[src/rtl/gmii_av_rx.sv]
// GMII receive parser: filters UDP/IPv4 frames for this channel and splits the
// payload into a video pixel stream and an aux record stream.
module gmii_av_rx #(
  parameter logic [31:0] IPV4_DST_BASE = 32'hC0A80001,
  parameter logic [15:0] DST_PORT      = 16'd12345,
  parameter int          NUM_CH        = 4,
  parameter int          CH_W          = 2,
  parameter int          PIX_BYTES     = 2,
  parameter int          VID_BYTES     = 1280,
  parameter int          AUX_REC_BYTES = 48,
  parameter int          CNT_W         = 12
) (
  input  logic                      clk125,
  input  logic                      sys_rst,
  input  logic [CH_W-1:0]           id,
  input  logic [7:0]                rxd,
  input  logic                      rx_dv,
  output logic [13+8*PIX_BYTES-1:0] vid_data,
  output logic                      vid_wr_en,
  input  logic                      vid_full,
  output logic [24:0]               aux_data,
  output logic                      aux_wr_en,
  input  logic                      aux_full,
  output logic                      pkt_ok,
  output logic                      err_ovf,
  output logic                      err_trunc,
  output logic [15:0]               drop_cnt
);
  // state  | meaning
  // IDLE   | waiting for rx_dv, byte 0 of a frame
  // HDR    | capturing Ethernet/IPv4/UDP header, accept check at payload byte 0
  // INFO   | payload bytes 1-2: line, field, x_lsb
  // VID    | collecting pixels, one write per PIX_BYTES bytes
  // AUX    | aux records: 2 header bytes then 3-byte sample groups
  // DONE   | frame consumed, ignoring the rest until rx_dv falls
  // SKIP   | filtered out or errored, ignoring the rest until rx_dv falls
  typedef enum logic [2:0] {S_IDLE, S_HDR, S_INFO, S_VID, S_AUX, S_DONE, S_SKIP} state_t;
  typedef logic [CNT_W-1:0] cnt_t;

  localparam int   PIX_W    = 8 * PIX_BYTES;
  localparam cnt_t BC_TYPE  = cnt_t'(50);
  localparam cnt_t BC_P2    = cnt_t'(52);
  localparam cnt_t PIX_LAST = cnt_t'(PIX_BYTES - 1);
  localparam cnt_t VID_LAST = cnt_t'(VID_BYTES - 1);
  localparam cnt_t AUX_LAST = cnt_t'(AUX_REC_BYTES + 1);

  state_t          state, state_nx;
  cnt_t            bc, vcnt, pbyte, acnt;
  logic [1:0]      gcnt;
  logic [CH_W-1:0] id_r;
  logic [15:0]     eth, dport, ulen, aw;
  logic [7:0]      verihl, proto, ptype, aux_b0;
  logic [31:0]     dip;
  logic [10:0]     line_r;
  logic            field_r, xlsb_r;
  logic [3:0]      aux_left;
  logic [PIX_W-1:0] pix, pix_nx;
  logic [16:0]     pend;
  logic            in_pay, hdr_ok;
  logic            vid_we_nx, aux_we_nx, ok_nx, ovf_nx, trunc_nx;
  logic [24:0]     aux_data_nx;

  assign pix_nx = PIX_W'({pix, rxd});
  // payload end: preamble+SFD, MAC header, IPv4 header, then UDP length
  assign pend   = 17'(ulen) + 17'd42;
  assign in_pay = 17'(bc) < pend;
  assign hdr_ok = (eth == 16'h0800) && (verihl == 8'h45) && (proto == 8'h11) &&
                  (dip[31:8] == IPV4_DST_BASE[31:8]) &&
                  (dip[7:0] == (IPV4_DST_BASE[7:0] + 8'(id_r))) &&
                  (dport == DST_PORT) && (32'(id_r) < NUM_CH);

  always_comb begin
    state_nx    = state;
    vid_we_nx   = 1'b0;
    aux_we_nx   = 1'b0;
    ok_nx       = 1'b0;
    ovf_nx      = 1'b0;
    trunc_nx    = 1'b0;
    aux_data_nx = '0;
    if (!rx_dv) begin
      state_nx = S_IDLE;
      trunc_nx = (state == S_INFO) || (state == S_VID) || (state == S_AUX);
    end else begin
      case (state)
        S_IDLE: state_nx = S_HDR;
        S_HDR: begin
          if (bc == BC_TYPE) begin
            if (!hdr_ok) state_nx = S_SKIP;
            else if (!in_pay) begin
              trunc_nx = 1'b1;
              state_nx = S_SKIP;
            end else if (rxd > 8'd2) state_nx = S_SKIP;
            else state_nx = S_INFO;
          end
        end
        S_INFO: begin
          if (!in_pay) begin
            trunc_nx = 1'b1;
            state_nx = S_SKIP;
          end else if (bc == BC_P2) state_nx = (ptype == 8'd1) ? S_AUX : S_VID;
        end
        S_VID: begin
          if (!in_pay) begin
            trunc_nx = 1'b1;
            state_nx = S_SKIP;
          end else if (pbyte == PIX_LAST) begin
            if (vid_full) begin
              ovf_nx   = 1'b1;
              state_nx = S_SKIP;
            end else begin
              vid_we_nx = 1'b1;
              if (vcnt == VID_LAST) begin
                if (ptype == 8'd2) state_nx = S_AUX;
                else begin
                  state_nx = S_DONE;
                  ok_nx    = 1'b1;
                end
              end
            end
          end
        end
        S_AUX: begin
          if (!in_pay) begin
            trunc_nx = 1'b1;
            state_nx = S_SKIP;
          end else if ((acnt == cnt_t'(1)) || ((acnt >= cnt_t'(2)) && (gcnt == 2'd2))) begin
            aux_data_nx = (acnt == cnt_t'(1)) ? {1'b1, rxd, aux_b0, 8'h00} : {1'b0, rxd, aw};
            if (aux_full) begin
              ovf_nx   = 1'b1;
              state_nx = S_SKIP;
            end else begin
              aux_we_nx = 1'b1;
              if ((acnt == AUX_LAST) && (aux_left <= 4'd1)) begin
                state_nx = S_DONE;
                ok_nx    = 1'b1;
              end
            end
          end
        end
        default: ;
      endcase
    end
  end

  always_ff @(posedge clk125 or posedge sys_rst) begin
    if (sys_rst) begin
      state <= S_IDLE;
      bc <= '0; vcnt <= '0; pbyte <= '0; acnt <= '0; gcnt <= '0;
      id_r <= '0; eth <= '0; dport <= '0; ulen <= '0; aw <= '0;
      verihl <= '0; proto <= '0; ptype <= '0; aux_b0 <= '0; dip <= '0;
      line_r <= '0; field_r <= 1'b0; xlsb_r <= 1'b0; aux_left <= '0; pix <= '0;
      vid_data <= '0; vid_wr_en <= 1'b0; aux_data <= '0; aux_wr_en <= 1'b0;
      pkt_ok <= 1'b0; err_ovf <= 1'b0; err_trunc <= 1'b0; drop_cnt <= '0;
    end else begin
      state     <= state_nx;
      vid_wr_en <= vid_we_nx;
      aux_wr_en <= aux_we_nx;
      pkt_ok    <= ok_nx;
      err_ovf   <= ovf_nx;
      err_trunc <= trunc_nx;
      if (vid_we_nx) vid_data <= {field_r, line_r, xlsb_r, pix_nx};
      if (aux_we_nx) aux_data <= aux_data_nx;
      if ((ovf_nx || trunc_nx) && (drop_cnt != 16'hFFFF)) drop_cnt <= drop_cnt + 16'd1;

      if (!rx_dv) bc <= '0;
      else if (bc != '1) bc <= bc + cnt_t'(1);

      if (rx_dv) begin
        if (state == S_IDLE) id_r <= id;
        case (bc)
          cnt_t'(20): eth[15:8]   <= rxd;
          cnt_t'(21): eth[7:0]    <= rxd;
          cnt_t'(22): verihl      <= rxd;
          cnt_t'(31): proto       <= rxd;
          cnt_t'(38): dip[31:24]  <= rxd;
          cnt_t'(39): dip[23:16]  <= rxd;
          cnt_t'(40): dip[15:8]   <= rxd;
          cnt_t'(41): dip[7:0]    <= rxd;
          cnt_t'(44): dport[15:8] <= rxd;
          cnt_t'(45): dport[7:0]  <= rxd;
          cnt_t'(46): ulen[15:8]  <= rxd;
          cnt_t'(47): ulen[7:0]   <= rxd;
          cnt_t'(50): ptype       <= rxd;
          cnt_t'(51): line_r[7:0] <= rxd;
          cnt_t'(52): begin
            line_r[10:8] <= rxd[2:0];
            field_r      <= rxd[4];
            xlsb_r       <= rxd[5];
            vcnt  <= '0;
            pbyte <= '0;
            acnt  <= '0;
            gcnt  <= '0;
          end
          default: ;
        endcase

        if (state == S_VID) begin
          pix   <= pix_nx;
          pbyte <= (pbyte == PIX_LAST) ? '0 : pbyte + cnt_t'(1);
          vcnt  <= vcnt + cnt_t'(1);
        end

        // acnt walks one record: 0,1 header bytes, then 3-byte groups
        if (state == S_AUX) begin
          if (acnt == '0) aux_b0 <= rxd;
          else if (acnt == cnt_t'(1)) aux_left <= rxd[7:4];
          else begin
            if (gcnt == 2'd0) aw[7:0] <= rxd;
            else if (gcnt == 2'd1) aw[15:8] <= rxd;
            gcnt <= (gcnt == 2'd2) ? 2'd0 : gcnt + 2'd1;
          end
          acnt <= (acnt == AUX_LAST) ? '0 : acnt + cnt_t'(1);
        end
      end
    end
  end
endmodule

[config.mk]
export PLATFORM = sky130hd
export DESIGN_NAME = gmii_av_rx
export DESIGN_NICKNAME = d
export VERILOG_FILES = /design/src/rtl/gmii_av_rx.sv
export SDC_FILE = /design/constraint.sdc
export NUM_CORES = 1
export LEC_CHECK = 0
export CORE_UTILIZATION = 45
export DETAILED_ROUTE_END_ITERATION = 6
export HOLD_SLACK_MARGIN = 0.1
export PLACE_DENSITY_LB_ADDON = 0.1
export SYNTH_ARGS = -nofsm -noshare
export SYNTH_HDL_FRONTEND = slang
export SYNTH_SLANG_ARGS = --single-unit
[constraint.sdc]
create_clock -name clk125 -period 9.2 [get_ports clk125]
set_input_delay 1.38 -clock clk125 [delete_from_list [all_inputs] [get_ports clk125]]
set_output_delay 1.38 -clock clk125 [all_outputs]
set_load 0.01 [all_outputs]
==> flow_summary.yaml <==
yosys:
  synth-edff-count: 0
  netlist_area_um2: 12900
  synth_nets: 1167
  ys_warn_count: 0
  yosysMostFrequentCell: "dfrtp_1"
  yosysTopAreaCell: "dfrtp_1"
  synth.distinct_cells: 67
  synth_ff_type: "dfrtp_1"
  synthCells: 1127
  synth.area.top_cells: "dfrtp_1 (55%), mux2_2 (14%), nand2_1 (4.8%)"
  ys_ff_latch: 282
  synthArstFlopShare_pct: 100
  yosysTopAreaCellShare_pct: 54.7
  seq_area_frac_synth_pct: 54.7
  synth_area_per_cell_um2: 11.4
  synth_commonest_cells: "dfrtp_1 (282), mux2_2 (166), nand2_1 (165)"
cells_and_area:
  layout.nets: 1257
  drive_above_1_share_pct: 20.6
  insertedDiodeCount: 0
  multi_input_area_um2: 5550
  fillers: 2443
  regArea_um2: 7060
  area_delta_synth_final_pct: 17.6
placement:
  gp_congestion: 0.785
  port_buffers: 89
  dp_hpwl_um: 18400
worst_hold_path:
  worstHoldPathType: "reg -> reg"
  hold_path_depth: 2
timing:
  finClkSkew_ns: 0.0129
  setup_tns_ns: 0
  finalCriticalPeriod_ns: 3.79
  fin_crit_sh_pct: 41.2
  slew_violations: 0
  slew_headroom_pct: 43.7
  max_freq_mhz: 264
  setup_violations: 0
  rsz0062_at_grt: "no"
  timing.hold.ws_ns: 0.470
  hold_viol_final: 0
  worst_pin_slew_ns: 0.841
grt:
  gr-usage-all-layers_pct: 20.3
  grt_pass1_wl_um: 47200
  grt_antenna_before_repair: 0
  grt_max_degree: 99
  first_global_vias: 8767
  globalRouteOverflowTotal: 0
worst_setup_path:
  critPathLaunchType: "flip-flop"
  crit_path_frequent_cell: "nand2_1"
  cp.arrival_ns: 4.24
  critPathSlowestCell: "a221oi_4"
  critical_path_class: "reg -> reg"
  cp_max_fo: 36
  cp_cell_sequence: "ha_1, o21ai_1, nand2_1, nand2_1, xor2_1, ha_1, nand4_1, nor2_1, a21oi_1, a221oi_4, nand2_4, nand3_2, buf_4, inv_1, nand3_1, nand2_1"
  rr_worst_depth: 16
  slowest_delay_ns: 0.46
  cp-end-kind: "flip-flop"
  cp.required_ns: 9.66
clock_tree:
  root_buffer: "clkbuf_16"
  cts_repair_resize_count: 0
  clkTransAtPathRegs_ns: 0.06
  cts_made_buffers: 31
  cts_max_path_buffers: 3
  hold_buffers: 0
  insertion_delay_ns: 0.57
  cts_tree: "done"
  postCtsSetupRepairBufs: 0
  cts_sinks: 282
  ctsHtreeMaxLevel: 1
route:
  detail-route-antenna-nets: 0
  wl_per_cell_um: 17.6
  routed_wl_um: 28500
  firstDrtPassIters: 4
  via_count: 8687
  drc_errors: 0
  via_per_inst: 5.38
  drtIter0Drc: 430
floorplanning:
  start_util_pct: 46.1
  die_x_um: 171
  chipHeight_um: 171
  num_rows: 61
  ioPinCount: 90
  core_um2: 28000
  die_area_um2: 29400
power:
  power_leakage_nw: 7.21
  p_per_area_nw_per_um2: 219
  ir_worst_vdd_v: 0.000139
status:
  status: "finished clean"
run:
  cap_violations: 0
==> state kept, by name, summed over array words and instances, names as in the netlist, 11 cells and up <==
register,flops
dport,16
pbyte,12
vcnt,12
acnt,12
line_r,11
drop_cnt,16
dip,32
aw,16
bc,12
aux_data,25
eth,16
ulen,16
vid_data,29
==> final timing paths <==
kind | start | end | slack, ns
worst max-delay path | ulen[1] | aux_data[1] | 5.41
worst min-delay path | aux_data[2] | aux_data[2] | 0.47
worst max register to register | ulen[1] | aux_data[1] | 5.41
worst min register to register | aux_data[2] | aux_data[2] | 0.47
max in group asynchronous | sys_rst | dip[3] | 6.52
min in group asynchronous | sys_rst | pbyte[9] | 1.34
==> report_power, final <==
group	switching (mW)	internal (mW)
registers	0.132	1.40
logic	0.304	0.288
clock network	0.494	0.712
==> critical path, delay by kind of cell, from the launching register on <==
family / cells / cell delay [ns]
AND/OR/NAND/NOR: 8 / 1.05
AO/OA/AOI/OAI: 3 / 0.83
buffers and inverters: 2 / 0.70
adder cells (fa/ha/maj): 2 / 0.58
flip-flops: 1 / 0.42
XOR/XNOR: 1 / 0.08
==> cell families (layout without fill, tap and decap cells) <==
family	after synthesis	in the layout	synth area share [%]
AOI/OAI and AO/OA	128	128	6.05
xor gates and xnor gates	38	38	2.64
and+or+nand+nor	404	404	16.2
DFF	282	282	54.7
muxes	180	180	15.7
buffers and inverters	70	181	2.28
adders and majority gates	25	25	2.42
==> routing by layer <==
layer,share of wire (%),wire length [um],vias to the layer above,GRT usage [%]
met4,1.8,527,0,4.35
met2,48,13600,115,33.8
met3,2.6,745,35,2.58
met5,0,0,-,0
met1,48,13600,4371,28.5
li1,-,-,4166,-
==> layout by cell type (no fill, tap or decap), types with 4 or more instances in the layout <==
cell type,count
nand4b_1,4
nand2_1,165
and4_1,4
ha_1,25
nand3_1,40
inv_1,20
mux2_2,166
o21ai_0,67
a21oi_1,20
xnor2_1,11
nor2b_1,6
clkbuf_8,8
dfrtp_1,282
a211oi_1,4
nor2_1,59
nand2b_1,6
mux2_1,5
clkbuf_1,10
nor4b_1,14
nand4_1,18
nor4_2,5
mux2i_1,8
and2_1,12
nor3_1,12
buf_4,17
and3_1,23
o21ai_1,4
clkdlybuf4s50_1,89
xor2_1,26
a31oi_1,8
o31ai_1,7
nor4_1,15
clkbuf_16,31
==> stage by stage <==
step	cell area, um2	instances	power, mW	worst slack (ns)	util [%]
2_1_floorplan	12900	1127	1.91	0.0411	-
3_3_place_gp	14200	1562	2.13	5.06	50.6
3_5_place_dp	14200	1562	2.15	4.98	50.6
4_1_cts	15200	1616	3.36	5.37	54.2
5_1_grt	15200	1616	3.50	5.00	54.2
6_report	15200	1616	3.33	5.41	54.2
==> final cells by class <==
cell class	instances	share of cell area, %
sequential	282	46.5
multi-input combinational	775	36.6
timing repair buffer	106	6.71
clock buffer	49	6.08
tap	378	3.12
inverter	21	0.569
clock inverter	5	0.453
Power figures use the tool's default switching activity.
